--- src/rtl/rs_frame_sequencer_if.sv ---
// Handshake/bus bundle for the frame sequencer. The slave modport is the
// sequencer's view; the master modport is the bit source, the locator and the sink.
interface rs_frame_sequencer_if #(
  parameter int N     = 7,
  parameter int CNT_W = 8
);
  logic             bit_valid;
  logic             bit_in;
  logic             bit_ready;
  logic             sync_clr;
  logic [N-1:0]     cw_out;
  logic             cw_strobe;
  logic [N-1:0]     err_mask;
  logic             err_detected;
  logic             dout;
  logic             dout_valid;
  logic             dout_ready;
  logic             dout_last;
  logic             frame_err;
  logic [CNT_W-1:0] corr_cnt;
  logic [CNT_W-1:0] uncorr_cnt;
  logic             clear_cnt;
  logic             busy;

  modport slave (
    input  bit_valid, bit_in, sync_clr, err_mask, err_detected, dout_ready, clear_cnt,
    output bit_ready, cw_out, cw_strobe, dout, dout_valid, dout_last, frame_err,
           corr_cnt, uncorr_cnt, busy
  );

  modport master (
    output bit_valid, bit_in, sync_clr, err_mask, err_detected, dout_ready, clear_cnt,
    input  bit_ready, cw_out, cw_strobe, dout, dout_valid, dout_last, frame_err,
           corr_cnt, uncorr_cnt, busy
  );
endinterface

--- src/rtl/rs_frame_sequencer.sv ---
// Single-clock (N,K) frame sequencer: collects N serial bits, hands the codeword
// to the external syndrome/locator for one CHECK cycle, applies the returned
// mask and streams the K data bits out LSB first. Keeps saturating statistics.
module rs_frame_sequencer #(
  parameter int N        = 7,
  parameter int K        = 3,
  parameter int CNT_W    = 8,
  parameter int DROP_BAD = 0
) (
  input  logic clk_sys,
  input  logic rst,
  rs_frame_sequencer_if.slave bus
);

  localparam int CW = $clog2(N + 1);
  localparam int IW = (K > 1) ? $clog2(K) : 1;

  typedef enum logic [1:0] {COLLECT, CHECK, EMIT} state_t;

  state_t           state;
  logic [CW-1:0]    cnt;
  logic [N-1:0]     cw;
  logic [K-1:0]     fixed;
  logic [IW-1:0]    idx;
  logic             bit_ready_q;
  logic             cw_strobe_q;
  logic             dout_q;
  logic             dout_valid_q;
  logic             dout_last_q;
  logic             frame_err_q;
  logic [CNT_W-1:0] corr_q;
  logic [CNT_W-1:0] uncorr_q;

  logic             accept;
  logic             hs;
  logic             mask_nz;
  logic             is_corr;
  logic             is_uncorr;
  logic [K-1:0]     fixed_lo;
  logic [IW-1:0]    idx_nxt;

  // Only the data bits of the corrected word are kept; parity bits are never emitted.
  always_comb begin
    accept    = bus.bit_valid && bit_ready_q;
    hs        = dout_valid_q && bus.dout_ready;
    mask_nz   = |bus.err_mask;
    is_corr   = bus.err_detected && mask_nz;
    is_uncorr = bus.err_detected && !mask_nz;
    fixed_lo  = cw[K-1:0] ^ (is_corr ? bus.err_mask[K-1:0] : '0);
    idx_nxt   = idx + 1'b1;
  end

  // Sequencer FSM; every handshake-facing output is a register updated here.
  always_ff @(posedge clk_sys or posedge rst) begin
    if (rst) begin
      state        <= COLLECT;
      cnt          <= '0;
      cw           <= '0;
      fixed        <= '0;
      idx          <= '0;
      bit_ready_q  <= 1'b1;
      cw_strobe_q  <= 1'b0;
      dout_q       <= 1'b0;
      dout_valid_q <= 1'b0;
      dout_last_q  <= 1'b0;
      frame_err_q  <= 1'b0;
    end else begin
      cw_strobe_q <= 1'b0;
      frame_err_q <= 1'b0;
      case (state)
        COLLECT: begin
          // Realignment flush wins over a bit offered in the same cycle.
          if (bus.sync_clr) begin
            cnt <= '0;
          end else if (accept) begin
            cw <= {cw[N-2:0], bus.bit_in};
            if (cnt == CW'(N - 1)) begin
              cnt         <= '0;
              state       <= CHECK;
              bit_ready_q <= 1'b0;
              cw_strobe_q <= 1'b1;
            end else begin
              cnt <= cnt + 1'b1;
            end
          end
        end
        CHECK: begin
          fixed       <= fixed_lo;
          frame_err_q <= is_uncorr;
          idx         <= '0;
          if (is_uncorr && (DROP_BAD != 0)) begin
            state       <= COLLECT;
            bit_ready_q <= 1'b1;
          end else begin
            state        <= EMIT;
            dout_valid_q <= 1'b1;
            dout_q       <= fixed_lo[0];
            dout_last_q  <= (K == 1);
          end
        end
        EMIT: begin
          // dout/dout_last only move on a handshake, so they hold under backpressure.
          if (hs) begin
            if (idx == IW'(K - 1)) begin
              state        <= COLLECT;
              bit_ready_q  <= 1'b1;
              dout_valid_q <= 1'b0;
              dout_q       <= 1'b0;
              dout_last_q  <= 1'b0;
              idx          <= '0;
            end else begin
              idx         <= idx_nxt;
              dout_q      <= fixed[idx_nxt];
              dout_last_q <= (idx_nxt == IW'(K - 1));
            end
          end
        end
        default: begin
          state       <= COLLECT;
          bit_ready_q <= 1'b1;
        end
      endcase
    end
  end

  // Saturating frame statistics; a clear beats a same-cycle increment.
  always_ff @(posedge clk_sys or posedge rst) begin
    if (rst) begin
      corr_q   <= '0;
      uncorr_q <= '0;
    end else if (bus.clear_cnt) begin
      corr_q   <= '0;
      uncorr_q <= '0;
    end else if (state == CHECK) begin
      if (is_corr && (corr_q != '1))
        corr_q <= corr_q + 1'b1;
      if (is_uncorr && (uncorr_q != '1))
        uncorr_q <= uncorr_q + 1'b1;
    end
  end

  assign bus.bit_ready  = bit_ready_q;
  assign bus.cw_out     = cw;
  assign bus.cw_strobe  = cw_strobe_q;
  assign bus.dout       = dout_q;
  assign bus.dout_valid = dout_valid_q;
  assign bus.dout_last  = dout_last_q;
  assign bus.frame_err  = frame_err_q;
  assign bus.corr_cnt   = corr_q;
  assign bus.uncorr_cnt = uncorr_q;
  assign bus.busy       = (state != COLLECT) || (cnt != '0);

endmodule

--- src/flat_wrapper.sv ---
// flat-port wrapper written by rule: the top's interface ports become plain ports
module rs_frame_sequencer_flat 
#(
  parameter int N        = 7,
  parameter int K        = 3,
  parameter int CNT_W    = 8,
  parameter int DROP_BAD = 0
)
  (clk_sys, rst, bus_bit_valid, bus_bit_in, bus_sync_clr, bus_err_mask, bus_err_detected, bus_dout_ready, bus_clear_cnt, bus_bit_ready, bus_cw_out, bus_cw_strobe, bus_dout, bus_dout_valid, bus_dout_last, bus_frame_err, bus_corr_cnt, bus_uncorr_cnt, bus_busy);
  rs_frame_sequencer_if #(.N(N), .CNT_W(CNT_W)) bus_i ();
  input  logic clk_sys;
  input  logic rst;
  input wire logic [$bits(bus_i.bit_valid)-1:0] bus_bit_valid;
  input wire logic [$bits(bus_i.bit_in)-1:0] bus_bit_in;
  input wire logic [$bits(bus_i.sync_clr)-1:0] bus_sync_clr;
  input wire logic [$bits(bus_i.err_mask)-1:0] bus_err_mask;
  input wire logic [$bits(bus_i.err_detected)-1:0] bus_err_detected;
  input wire logic [$bits(bus_i.dout_ready)-1:0] bus_dout_ready;
  input wire logic [$bits(bus_i.clear_cnt)-1:0] bus_clear_cnt;
  output wire logic [$bits(bus_i.bit_ready)-1:0] bus_bit_ready;
  output wire logic [$bits(bus_i.cw_out)-1:0] bus_cw_out;
  output wire logic [$bits(bus_i.cw_strobe)-1:0] bus_cw_strobe;
  output wire logic [$bits(bus_i.dout)-1:0] bus_dout;
  output wire logic [$bits(bus_i.dout_valid)-1:0] bus_dout_valid;
  output wire logic [$bits(bus_i.dout_last)-1:0] bus_dout_last;
  output wire logic [$bits(bus_i.frame_err)-1:0] bus_frame_err;
  output wire logic [$bits(bus_i.corr_cnt)-1:0] bus_corr_cnt;
  output wire logic [$bits(bus_i.uncorr_cnt)-1:0] bus_uncorr_cnt;
  output wire logic [$bits(bus_i.busy)-1:0] bus_busy;
  assign bus_i.bit_valid = bus_bit_valid;
  assign bus_i.bit_in = bus_bit_in;
  assign bus_i.sync_clr = bus_sync_clr;
  assign bus_i.err_mask = bus_err_mask;
  assign bus_i.err_detected = bus_err_detected;
  assign bus_i.dout_ready = bus_dout_ready;
  assign bus_i.clear_cnt = bus_clear_cnt;
  assign bus_bit_ready = bus_i.bit_ready;
  assign bus_cw_out = bus_i.cw_out;
  assign bus_cw_strobe = bus_i.cw_strobe;
  assign bus_dout = bus_i.dout;
  assign bus_dout_valid = bus_i.dout_valid;
  assign bus_dout_last = bus_i.dout_last;
  assign bus_frame_err = bus_i.frame_err;
  assign bus_corr_cnt = bus_i.corr_cnt;
  assign bus_uncorr_cnt = bus_i.uncorr_cnt;
  assign bus_busy = bus_i.busy;
  rs_frame_sequencer #(.N(N), .K(K), .CNT_W(CNT_W), .DROP_BAD(DROP_BAD)) u_core (.clk_sys(clk_sys), .rst(rst), .bus(bus_i));
endmodule
--- config.mk ---
export PLATFORM = sky130hd
export DESIGN_NAME = rs_frame_sequencer_flat
export DESIGN_NICKNAME = d
export VERILOG_FILES = /design/src/rtl/rs_frame_sequencer_if.sv /design/src/rtl/rs_frame_sequencer.sv /design/src/flat_wrapper.sv
export SDC_FILE = /design/constraint.sdc
export NUM_CORES = 1
export LEC_CHECK = 0
export CORE_ASPECT_RATIO = 0.6
export CORE_MARGIN = 8
export CORE_UTILIZATION = 25
export DETAILED_ROUTE_END_ITERATION = 10
export MAX_ROUTING_LAYER = met4
export PLACE_DENSITY = 0.5
export SLEW_MARGIN = 20
export SYNTH_ARGS = -nofsm -noshare
export SYNTH_HDL_FRONTEND = slang
export SYNTH_SLANG_ARGS = --single-unit
--- constraint.sdc ---
create_clock -name clk_sys -period 1.65 [get_ports clk_sys]
set_input_delay 0.33 -clock clk_sys [delete_from_list [all_inputs] [get_ports clk_sys]]
set_output_delay 0.33 -clock clk_sys [all_outputs]
set_load 0.02 [all_outputs]
Yosys cells after proc, flatten, opt, wreduce, memory -nomap -nowiden

Index checks and enable logic that the tools add are counted.

Add/subtract/negate cells: 4
Magnitude comparators: 1
Equality and inequality tests: 12
Muxes and demuxes: 41
Bitwise logic cells: 3
Reduce and logical (&&, ||, !) cells: 25

Operators with widths:

| cell                  | count |
|---|---|
| $mux W8               | 6 |
| $mux W1               | 17 |
| $add A8 B1 Y8 const B | 2 |
| $ne A8 B8 Y1 const B  | 2 |
| $mux W2               | 7 |
| $mux W3               | 4 |
| $reduce_bool A2 Y1    | 6 |
| $ne A2 B1 Y1 const B  | 4 |
| $reduce_and A2 Y1     | 4 |
| $reduce_or A7 Y1      | 1 |
| $eq A2 B2 Y1 const B  | 3 |
| $logic_and A1 B1 Y1   | 6 |
| $pmux W1 S2           | 3 |
| $pmux W2 S3           | 1 |
| $reduce_and A3 Y1     | 2 |
| $reduce_and A6 Y1     | 1 |
| $reduce_and A5 Y1     | 1 |
| $pmux W2 S2           | 1 |
| $add A3 B1 Y3 const B | 1 |
| $eq A3 B3 Y1 const B  | 1 |
| $lt A2 B3 Y1 const B  | 1 |
| $pmux W1 S3           | 1 |
| $reduce_bool A3 Y1    | 1 |
| $xor A3 B3 Y3         | 1 |
| 8 further kinds       | 9 |

Register bits: 39
Input port bits: 15
Logic and storage cells: 99

Depth between registers and ports, before layout

Depth after elaboration: 7
Mapped depth: 7

Worst setup path before layout

Ideal clock, no wire load.

Path kind: register -> register
From: reg u_core.uncorr_q[0] (netlist: u_core.bus.uncorr_cnt[0])
To: reg u_core.uncorr_q[3] (netlist: u_core.bus.uncorr_cnt[3])
Data arrival time: 1665 ps
Path slack: -94 ps
Cell stages (with the launch flop): 6
Buffers on the path: 0
Period minus slack after synthesis: 1744 ps
Cell sequence: dfrtp_1 ha_1 and3_1 nor3b_1 or4_1 a21oi_1

Cells in the longest elaborated chain, start to end: 4
Elaborated cells on any way between the ends: 8
Those cells by class: add/sub: 1; eq/ne: 1; mux: 3; reduce/logical: 3

RTL lines:

| item                                           | line                                                 | source |
|---|---|---|
| from (decl)                                    | rs_frame_sequencer.sv:32                             | `logic [CNT_W-1:0] uncorr_q;` |
| from (signal assigned)                         | rs_frame_sequencer.sv:138                            | `uncorr_q <= uncorr_q + 1'b1;` |
| $add A8 B1 Y8 or $ne A8 B8 Y1 (tied branches)  | rs_frame_sequencer.sv:138, rs_frame_sequencer.sv:137 |  |
| $mux W8 or $logic_and A1 B1 Y1 (tied branches) | rs_frame_sequencer.sv:137                            | `if (is_uncorr && (uncorr_q != '1))` |
| $mux W8 or $reduce_bool A2 Y1 (tied branches)  | -                                                    |  |
| $mux W8 or $reduce_and A2 Y1 (tied branches)   | -                                                    |  |

Several ways; a longest one is shown, not always the timed one. The select of a mux whose other input is x is not followed.
A chain may end at the register's enable or synchronous reset.

Final worst setup path

From: reg u_core.uncorr_q[1] (netlist: u_core.bus.uncorr_cnt[1])
To: reg u_core.uncorr_q[0] (netlist: u_core.bus.uncorr_cnt[0])

Cells in the longest elaborated chain, start to end: 4

RTL lines:

| item                                | line |
|---|---|
| $ne A8 B8 Y1                        | rs_frame_sequencer.sv:137 |
| $logic_and A1 B1 Y1                 | rs_frame_sequencer.sv:137 |
| $reduce_bool A2 Y1 (no source line) | - |
| $reduce_and A2 Y1 (no source line)  | - |

No other way between the ends.

==> summary.txt <==
Synth
  – Distinct cells, synth: 47
  – Seq/Total Area, Yosys: 47.53%
  – Compound-gate portion of the synthesized area: between 15 and 20%
  – Mux share of post-synthesis cell area: under 10%
  – Synth warn: 0
  – Post-Synth Adder-Cell Area: under 10%
  – Largest family of logic cells by synthesized area: simple AND/OR/NAND/NOR gates
  – Post-Synth XOR/XNOR Area: roughly 1.3%
  – FF+latch count, synth: 38
  – Simple logic cell fraction of the synthesized area: 22.30%
  – Synth Flop Type: dfrtp_1
  – Post-synthesis cell count: 194
  – Syn Std Cell Area: around 0.002 mm2
  – Syn nets: between 200 and 250
  – Avg Cell Area, Syn: a little over 10 um2
  – Async S/R FF share, synth: 100.0%
  – Post-synth EDFFs: 0

Floorplanning
  – Row cnt: 25
  – Die extent in y: around 85 um
  – I/O pin cnt: 45
  – Core footprint: between 0.007 and 0.008 mm2
  – Die width: ~130 um
  – Die area: about 0.011 mm2
  – Initial Util: about a quarter

STA
  – Fin. max-slew vios: 0
  – Setup violators final: 0
  – Final hold vios: 0
  – Slew margin rel.: between 70% and 80%
  – Skew final: 0.003456 ns
  – Setup WS post-layout: 0.04769 ns
  – Period utilization: 97.11%
  – RSZ-0062 raised after global routing: true
  – Worst-Margin Slew: ~0.3 ns
  – Final Critical Period: ~1.6 ns
  – Fmax: 0.6241 GHz
  – Worst hold margin: 0.3997 ns

Drt
  – Total wire length: around 5500 um
  – Wire per inst: about 14 um
  – Routed Antenna Nets: 0
  – DRT iter0 DRCs: 82
  – DRC viols: 0
  – Routed vias: between 1500 and 2000
  – Via density: roughly 4.6
  – Pre-Repair DR Iteration Count: 4

Place
  – Area after DPL: between 0.002 and 0.003 mm2
  – DP Wirelength: about 4000 um
  – GP Congestion: 0.7447
  – Post-Place Cells: 371
  – Port Buf Inserts: 44
  – Worst slack, placed: -0.4911 ns

Clock tree
  – Worst-path clk slew: approximately 0.060 ns
  – Clock network latency to the later pin of the worst-skew pair: roughly 0.28 ns
  – Root buffer cell: clkbuf_16
  – CTS tree: done
  – Hold Buf Count CTS: 0
  – Post-CTS setup buffers: 0
  – H-tree levels: 2
  – Clock Tree Buf Depth: 2
  – Clk sink count: 38
  – CTS Buf Count: 5

Worst setup path
  – R2R Setup Slk: approximately 0.048 ns
  – Startpoint Class: flop
  – CP top delay family: simple AND/OR/NAND/NOR gates
  – Crit path largest cell delay: ~0.40 ns
  – Crit. End Element: flop
  – Worst Path Required: 1.85 ns
  – Worst r2r path cells: 6
  – CP max FO: 4
  – CP arrival: 1.81 ns
  – Worst reg2reg path endpoint: u_core.bus.uncorr_cnt[0]
  – Worst path cell trace: ha_2, and3_4, nor3b_2, buf_4, or3_1, a21oi_1
  – CP Buf/Inv Count: 1
  – Slowest CP cell: dfrtp_2
  – Worst reg2reg startpoint: u_core.bus.uncorr_cnt[1]
  – Setup Crit Path Kind: reg2reg

Power
  – Maximum VDD drop: between 0.0007 and 0.0008 V
  – Power per cell area: about 1100 mW/mm2
  – Leak pwr: around 1.4 nW
  – Final Power: 0.003290 W

Hold path
  – Worst min path class: in2async

Global routing
  – Initial antenna violation count: 0
  – Overall fraction of global-route tracks in use: around a tenth
  – First-pass GRT wire length: approximately 9000 um
  – Remaining Overflow, GRT: 0
  – Met2 usage: a little over an eighth
  – GR peak layer: met1
  – Vias in the first global route: around 1700
  – Pin count of the biggest net entering global routing: 39
  – Met1 track demand over resource: roughly 14%
  – Met3 Use GR: 2.889%

Final layout
  – Final #Nets: 290
  – Post-Layout Cell Count: approximately 380
  – Layout cells sized above 1: 27.31%
  – Syn-to-layout area delta: 49.78%
  – Design area: roughly 0.0030 mm2
  – Antenna diodes: 0
  – Fillers: 806
  – Area of the multi-input gates: between 0.001 and 0.0015 mm2
  – FF/Latch Area: about 950 um2

Run status
  – Status: finished, final reports clean

Flow run
  – Number of max-cap violations: 0
==> Yosys cell counts, types with 2 or more instances <==
cell type / number / area share (%)
inv_1: 8 / 1.5
a31oi_1: 2 / 0.62
o21ai_0: 8 / 2.0
dfrtp_1: 37 / 46
xor2_1: 3 / 1.3
a22o_1: 5 / 2.2
nor2_1: 13 / 2.4
mux2_2: 7 / 3.9
a211oi_1: 2 / 0.75
and3_1: 4 / 1.2
buf_4: 2 / 0.75
nand4_1: 3 / 0.94
nand2b_1: 4 / 1.2
or3_2: 2 / 0.75
o31ai_1: 5 / 1.9
clkbuf_1: 2 / 0.37
nand2_1: 17 / 3.2
ha_1: 5 / 3.1
nand3_1: 8 / 2.0
nor2b_1: 5 / 1.6
a21oi_1: 14 / 3.5
and4b_1: 3 / 1.5
mux2i_1: 5 / 2.5
or3_1: 3 / 0.94
a21o_1: 2 / 0.75
or4_1: 3 / 1.1
and4_1: 2 / 0.87
==> tightest hold or removal path: stages <==
cell and delay (ns):
clkdlybuf4s50_1 0.39, inv_1 0.09, buf_12 0.24
==> cells by family after synthesis <==
logic type | Yosys count
AND/OR/NAND/NOR | 76
AO/OA/AOI/OAI | 45
flip-flops | 38
buffers and inverters | 14
multiplexers | 13
adder cells (fa/ha/maj) | 5
XOR/XNOR | 3
==> stage by stage <==
stage                     utilization [%]  setup TNS, ns
final                               38.37              0
after global routing                38.37       -0.05535
after CTS                           37.74       -0.06945
after detailed placement            36.06         -7.072
after global placement              36.06         -6.531
after floorplan                         -       -0.03506
==> how the worst max path moves through the flow <==
stage | end | start | cells after the start
6_report | u_core.bus.uncorr_cnt[0] | u_core.bus.uncorr_cnt[1] | 6
5_1_grt | u_core.bus.corr_cnt[7] | u_core.state[1] | 6
2_1_floorplan | u_core.bus.corr_cnt[0] | bus_err_mask[6] | 5
3_5_place_dp | u_core.bus.uncorr_cnt[7] | bus_err_mask[6] | 5
4_1_cts | u_core.bus.corr_cnt[4] | u_core.state[1] | 6
3_3_place_gp | u_core.bus.uncorr_cnt[7] | bus_err_mask[6] | 5
==> layout make-up <==
| cell class | instances | share of cell area (%) |
|---|---|---|
| clock buffers | 8 | 4.545 |
| inverters | 8 | 1.001 |
| multi-input cells | 142 | 35.15 |
| flip-flops and latches | 38 | 31.82 |
| well taps | 108 | 4.504 |
| repair buffers | 75 | 22.98 |
==> flip-flops by register name (all words and copies together), names as in the netlist <==
register and count:
u_core.bus.corr_cnt 8, u_core.bus.uncorr_cnt 8, u_core.bus.cw_out 7, u_core.cnt 3, u_core.fixed 3, u_core.idx 2, u_core.state 2, u_core.bus.bit_ready 1
u_core.bus.cw_strobe 1, u_core.bus.dout 1, u_core.bus.dout_valid 1, u_core.bus.frame_err 1
==> where the power goes <==
group | internal, W | leakage (nW) | switching, W
Sequential | 0.00110 | 0.495 | 0.000153
Combinational | 0.000536 | 0.876 | 0.000574
Clock | 0.000562 | 0.0652 | 0.000364
==> repair_timing <==
| item | CTS | global route |
|---|---|---|
| gates resized for setup | 38 | 17 |
| pin swaps | 6 | 8 |
| setup endpoints to repair | 36 | 14 |
==> layout by cell type (no fill, tap or decap), drive strengths merged, types with 3 or more instances in the layout <==
master / netlist / final
a21oi: 14 / 14
a22o: 5 / 5
and3: 4 / 4
and4b: 3 / 3
buf: 4 / 32
clkbuf: 2 / 8
clkdlybuf4s50: 0 / 13
dfrtp: 37 / 37
dlygate4sd2: 0 / 25
dlymetal6s2s: 0 / 3
ha: 5 / 5
inv: 8 / 8
mux2: 8 / 8
mux2i: 5 / 5
nand2: 17 / 17
nand2b: 4 / 4
nand3: 8 / 8
nand4: 4 / 4
nor2: 14 / 14
nor2b: 5 / 5
o21ai: 8 / 8
o31ai: 5 / 5
or3: 5 / 5
or4: 4 / 4
xor2: 3 / 3
==> metal layers <==
layer	vias to the layer above	wire length (um)	part of all wire [%]
met4	0	72	1.3
met3	7	198	3.6
met5	-	0	0
met1	850	2963	54
li1	871	-	-
met2	34	2216	41
(Power assumes the default switching activity.)
